$ cat config.mk
export PLATFORM = sky130hd
export DESIGN_NAME = hilo_commit_flat
export DESIGN_NICKNAME = d
export VERILOG_FILES = /design/src/rtl/hilo_commit_if.sv /design/src/rtl/hilo_commit.sv /design/src/flat_wrapper.sv
export SDC_FILE = /design/constraint.sdc
export NUM_CORES = 1
export LEC_CHECK = 0
export ABC_AREA = 1
export ABC_CLOCK_PERIOD_IN_PS = 2000
export BUFFER_PORTS_ARGS = -buffer_cell sky130_fd_sc_hd__buf_4
export CORE_UTILIZATION = 39
export CTS_CLUSTER_SIZE = 24
export DETAILED_ROUTE_END_ITERATION = 7
export PLACE_DENSITY = 0.71
export SETUP_SLACK_MARGIN = 0.2
export SYNTH_ARGS = -nofsm -noshare
export SYNTH_HDL_FRONTEND = slang
export SYNTH_SLANG_ARGS = --single-unit
$ cat constraint.sdc
create_clock -name clk -period 2 [get_ports clk]
set_input_delay 0.2 -clock clk [delete_from_list [all_inputs] [get_ports clk]]
set_output_delay 0.2 -clock clk [all_outputs]
set_load 0.005 [all_outputs]
$ cat src/rtl/hilo_commit_if.sv
// HI/LO write-back bus: MEM-stage request and stage controls in, WB latch and
// architectural HI/LO/write-count out.
interface hilo_commit_if #(
  parameter int CNT_W = 32
);
  logic             stall_mem;
  logic             stall_wb;
  logic             flush;
  logic [31:0]      mem_hi_i;
  logic [31:0]      mem_lo_i;
  logic             mem_whilo_i;
  logic [31:0]      wb_hi_o;
  logic [31:0]      wb_lo_o;
  logic             wb_whilo_o;
  logic [31:0]      hi_o;
  logic [31:0]      lo_o;
  logic [CNT_W-1:0] wr_cnt_o;

  modport master (
    output stall_mem, stall_wb, flush, mem_hi_i, mem_lo_i, mem_whilo_i,
    input  wb_hi_o, wb_lo_o, wb_whilo_o, hi_o, lo_o, wr_cnt_o
  );

  modport slave (
    input  stall_mem, stall_wb, flush, mem_hi_i, mem_lo_i, mem_whilo_i,
    output wb_hi_o, wb_lo_o, wb_whilo_o, hi_o, lo_o, wr_cnt_o
  );
endinterface

$ cat src/rtl/hilo_commit.sv
// MEM/WB latch for HI/LO writes plus architectural HI/LO commit and write count.
// Optional write-through read port: define HILO_BYPASS_EN.
module hilo_commit #(
  parameter int CNT_W = 32
) (
  input  logic         clk,
  input  logic         rst,
  hilo_commit_if.slave bus
);
  typedef struct packed {
    logic        whilo;
    logic [31:0] hi;
    logic [31:0] lo;
  } hilo_req_t;

  localparam logic [CNT_W-1:0] CNT_ONE = {{(CNT_W-1){1'b0}}, 1'b1};

  hilo_req_t        mem_req;
  hilo_req_t        wb_q, wb_d;
  logic [31:0]      hi_q, hi_d;
  logic [31:0]      lo_q, lo_d;
  logic [CNT_W-1:0] cnt_q, cnt_d;
  logic             commit;

  assign mem_req = '{whilo: bus.mem_whilo_i, hi: bus.mem_hi_i, lo: bus.mem_lo_i};

  // Flush outranks stall; a MEM stall with WB running inserts a bubble.
  always_comb begin
    wb_d = wb_q;
    if (bus.flush)
      wb_d = '0;
    else if (bus.stall_mem && !bus.stall_wb)
      wb_d = '0;
    else if (!bus.stall_mem)
      wb_d = mem_req;
  end

  // The latched entry commits even on a flush edge: it is past the exception point.
  assign commit = wb_q.whilo && !bus.stall_wb;

  always_comb begin
    hi_d  = hi_q;
    lo_d  = lo_q;
    cnt_d = cnt_q;
    if (commit) begin
      hi_d = wb_q.hi;
      lo_d = wb_q.lo;
      if (!(&cnt_q))
        cnt_d = cnt_q + CNT_ONE;
    end
  end

  always_ff @(posedge clk) begin
    if (rst) begin
      wb_q  <= '0;
      hi_q  <= '0;
      lo_q  <= '0;
      cnt_q <= '0;
    end else begin
      wb_q  <= wb_d;
      hi_q  <= hi_d;
      lo_q  <= lo_d;
      cnt_q <= cnt_d;
    end
  end

  assign bus.wb_hi_o    = wb_q.hi;
  assign bus.wb_lo_o    = wb_q.lo;
  assign bus.wb_whilo_o = wb_q.whilo;
  assign bus.wr_cnt_o   = cnt_q;

`ifdef HILO_BYPASS_EN
  // Write-through: the pending WB value is visible on the read port immediately.
  assign bus.hi_o = wb_q.whilo ? wb_q.hi : hi_q;
  assign bus.lo_o = wb_q.whilo ? wb_q.lo : lo_q;
`else
  assign bus.hi_o = hi_q;
  assign bus.lo_o = lo_q;
`endif
endmodule

$ cat src/flat_wrapper.sv
// flat-port wrapper written by rule: the top's interface ports become plain ports
module hilo_commit_flat 
#(
  parameter int CNT_W = 32
)
  (clk, rst, bus_stall_mem, bus_stall_wb, bus_flush, bus_mem_hi_i, bus_mem_lo_i, bus_mem_whilo_i, bus_wb_hi_o, bus_wb_lo_o, bus_wb_whilo_o, bus_hi_o, bus_lo_o, bus_wr_cnt_o);
  hilo_commit_if #(.CNT_W(CNT_W)) bus_i ();
  input  logic clk;
  input  logic rst;
  input wire logic [$bits(bus_i.stall_mem)-1:0] bus_stall_mem;
  input wire logic [$bits(bus_i.stall_wb)-1:0] bus_stall_wb;
  input wire logic [$bits(bus_i.flush)-1:0] bus_flush;
  input wire logic [$bits(bus_i.mem_hi_i)-1:0] bus_mem_hi_i;
  input wire logic [$bits(bus_i.mem_lo_i)-1:0] bus_mem_lo_i;
  input wire logic [$bits(bus_i.mem_whilo_i)-1:0] bus_mem_whilo_i;
  output wire logic [$bits(bus_i.wb_hi_o)-1:0] bus_wb_hi_o;
  output wire logic [$bits(bus_i.wb_lo_o)-1:0] bus_wb_lo_o;
  output wire logic [$bits(bus_i.wb_whilo_o)-1:0] bus_wb_whilo_o;
  output wire logic [$bits(bus_i.hi_o)-1:0] bus_hi_o;
  output wire logic [$bits(bus_i.lo_o)-1:0] bus_lo_o;
  output wire logic [$bits(bus_i.wr_cnt_o)-1:0] bus_wr_cnt_o;
  assign bus_i.stall_mem = bus_stall_mem;
  assign bus_i.stall_wb = bus_stall_wb;
  assign bus_i.flush = bus_flush;
  assign bus_i.mem_hi_i = bus_mem_hi_i;
  assign bus_i.mem_lo_i = bus_mem_lo_i;
  assign bus_i.mem_whilo_i = bus_mem_whilo_i;
  assign bus_wb_hi_o = bus_i.wb_hi_o;
  assign bus_wb_lo_o = bus_i.wb_lo_o;
  assign bus_wb_whilo_o = bus_i.wb_whilo_o;
  assign bus_hi_o = bus_i.hi_o;
  assign bus_lo_o = bus_i.lo_o;
  assign bus_wr_cnt_o = bus_i.wr_cnt_o;
  hilo_commit #(.CNT_W(CNT_W)) u_core (.clk(clk), .rst(rst), .bus(bus_i));
endmodule
==> metrics <==
P_int 5.28 mW; RSZ-0062 raised after global routing false; vias after detailed routing 6328; sequential group share of total power a little under half; WS Path Type reg2reg; layout cell share with drive strength beyond 1 27.3%; worst hold slack 22.6 ps; Final Power between 6 and 7 mW; Synth Warn # 0; sequential fraction of the synthesis area 51.6%; total global routing overflow 0; design area 8760 um^2; Detailed Route Iter0 Violations around 340; Leak 3.71 nW; Clock Sinks 161; DRT Pass-1 Iters 5; worst min path class in2reg; IO buf count 230; TritonCTS Buffers 17; sw power 1.66 mW; leading cell type in the layout, fill and taps excluded buf_4; CTS tree done; Cell Area, Placed slightly above 8000 um^2; I/O Pins 231; drt drc 0; htree depth 4; worst-path cell chain nand2_1, nor2_2, nand2_1, nor3_1, nand3_1, nand2_1, nor2_1; Crit. End Element flop; status finished clean; WP data arrival 1920 ps; Final Setup Violations 0; worst endpoint required time 2310 ps; PD cells 792 nW/um^2; Final Max Tran Viols 0; combinational share of power between 6 and 7%; end-of-flow core utilization between 50% and 60%; Worst Tran Pin Value 712 ps; post-synth cell types 24; die height 129 um; fin crit share about 80%; CP max stage cell dfxtp_1; per-cell routed wire length 14.4 um; Final WS setup 394 ps; Longest Clk Path Bufs 2; largest net degree at the start of global routing 66; Switching Fraction approximately a quarter; GP Congestion 0.937; Final Instance Count excl. Fillers 1305; DIE WIDTH 129 um; Post-layout nets 1152; Skew-Pair Late Insertion Delay 420 ps; Core Box Area 15400 um^2; vias in the first global route 5836; vias per cell a little under 5; n_diodes 0; Slew Limit Headroom between 50% and 60%; GRT Overall Usage 23.5%; total negative slack 0 ps; DRT Wirelength 18800 um; HPWL reported at the end of detailed placement 13000 um; Peak supply drop about 0.8 mV; Root Driver clkbuf_16; number of synthesized register bits 161; Avg Inst Size Synth around 7 um^2; global-route wire length before repair 30000 um; CTS clk-pin slew, worst paths 60 ps; worst slack at placement 280 ps; slowest stage delay, CP 450 ps; post-route ant nets 0; Initial Util approximately two fifths; crit path launch type flop; Inst Count DP 1271; Crit path top cell by count nand2_1; syn nets 941; Clk pwr share 45.5%; Cells after Synth 870; max cap viols 0; clock skew about 9.6 ps; initial antenna violation count 0; Synth-to-Final Area Change 40.3%; Die Area approximately 17000 um^2; Syn Std Cell Area 6240 um^2; crit-path max FO 5; fmax 623 MHz; most frequent cells in the layout buf_4, nand2_1, nor2_1; # rows 45; Min Clock Period, post-route 1610 ps; Fin. Hold Viols 0
==> final cells by class <==
type,instances,area [um^2]
multi-input cells,634,2750
well taps,211,264
flip-flops and latches,161,3230
repair buffers,242,1850
fillers,1538,6670
clock buffers,20,447
clock inverters,12,124
inverters,25,93.8
==> final timing paths <==
kind	cells past startpoint	startpoint	to	slack, ps
worst min register to register	2	u_core.bus.wb_lo_o[9]	u_core.bus.wb_lo_o[9]	480
worst min-delay path	3	bus_mem_lo_i[9]	u_core.bus.wb_lo_o[9]	20
worst max-delay path	7	u_core.bus.wr_cnt_o[5]	u_core.bus.wr_cnt_o[23]	390
worst max register to register	7	u_core.bus.wr_cnt_o[5]	u_core.bus.wr_cnt_o[23]	390
==> registers in the layout, indices dropped and copies added, names as in the netlist <==
signal / cells
u_core.bus.wb_hi_o: 32
u_core.bus.hi_o: 32
u_core.bus.wb_lo_o: 32
u_core.bus.wr_cnt_o: 32
u_core.bus.lo_o: 32
u_core.bus.wb_whilo_o: 1
==> worst max-delay path: cells and delay by family (launching register included) <==
family | cells | cell delay (ps)
AND/OR/NAND/NOR | 7 | 1040
flip-flops | 1 | 450
==> cell families after synthesis <==
group	synth area share, %
adder cells (fa/ha/maj)	0.200
flip-flops	51.6
AO/OA/AOI/OAI	13.1
buffers and inverters	4.83
XOR/XNOR	0.140
AND/OR/NAND/NOR	30.1
==> Yosys cell counts <==
| master | count | area, um^2 |
|---|---|---|
| nand2_1 | 210 | 788 |
| nor2_1 | 206 | 773 |
| dfxtp_1 | 161 | 3220 |
| a21oi_1 | 87 | 435 |
| o21ai_0 | 68 | 340 |
| clkbuf_1 | 40 | 150 |
| nand3_1 | 30 | 150 |
| inv_1 | 20 | 75.1 |
| nand4_1 | 10 | 62.6 |
| nor3_1 | 6 | 30.0 |
| a31oi_1 | 4 | 25.0 |
| buf_1 | 4 | 15.0 |
| buf_2 | 4 | 20.0 |
| inv_2 | 4 | 15.0 |
| nor2_2 | 3 | 18.8 |
| a21oi_2 | 2 | 17.5 |
| buf_6 | 2 | 22.5 |
| nand3_2 | 2 | 20.0 |
| nor2_4 | 2 | 22.5 |
| and2_1 | 1 | 6.26 |
| clkinv_1 | 1 | 3.75 |
| ha_1 | 1 | 12.5 |
| nand2_2 | 1 | 6.26 |
| xnor2_1 | 1 | 8.76 |
==> power groups by stage <==
stage	sequential, mW	clock, mW	combinational (mW)
finish	3.31	3.16	0.469
global placement	3.38	0	0.466
global route	3.31	3.38	0.523
CTS	3.31	3.21	0.473
floorplan	3.38	0	0.201
detailed placement	3.38	0	0.470
==> repair_timing <==
action	CTS	global route
hold buffers	1	0
endpoints found under the setup margin	0	28
setup buffers	0	1
endpoints found under the hold margin	1	0
gates resized for setup	0	11
==> metal layers <==
metal	up-vias	wire, um	global-route usage [%]
li1	3215	-	-
met3	14	1750	10.9
met2	216	9150	38.9
met4	0	227	7.06
met5	-	0	0
met1	2883	7660	27.2
No activity file was read; power rests on OpenSTA's default activity.
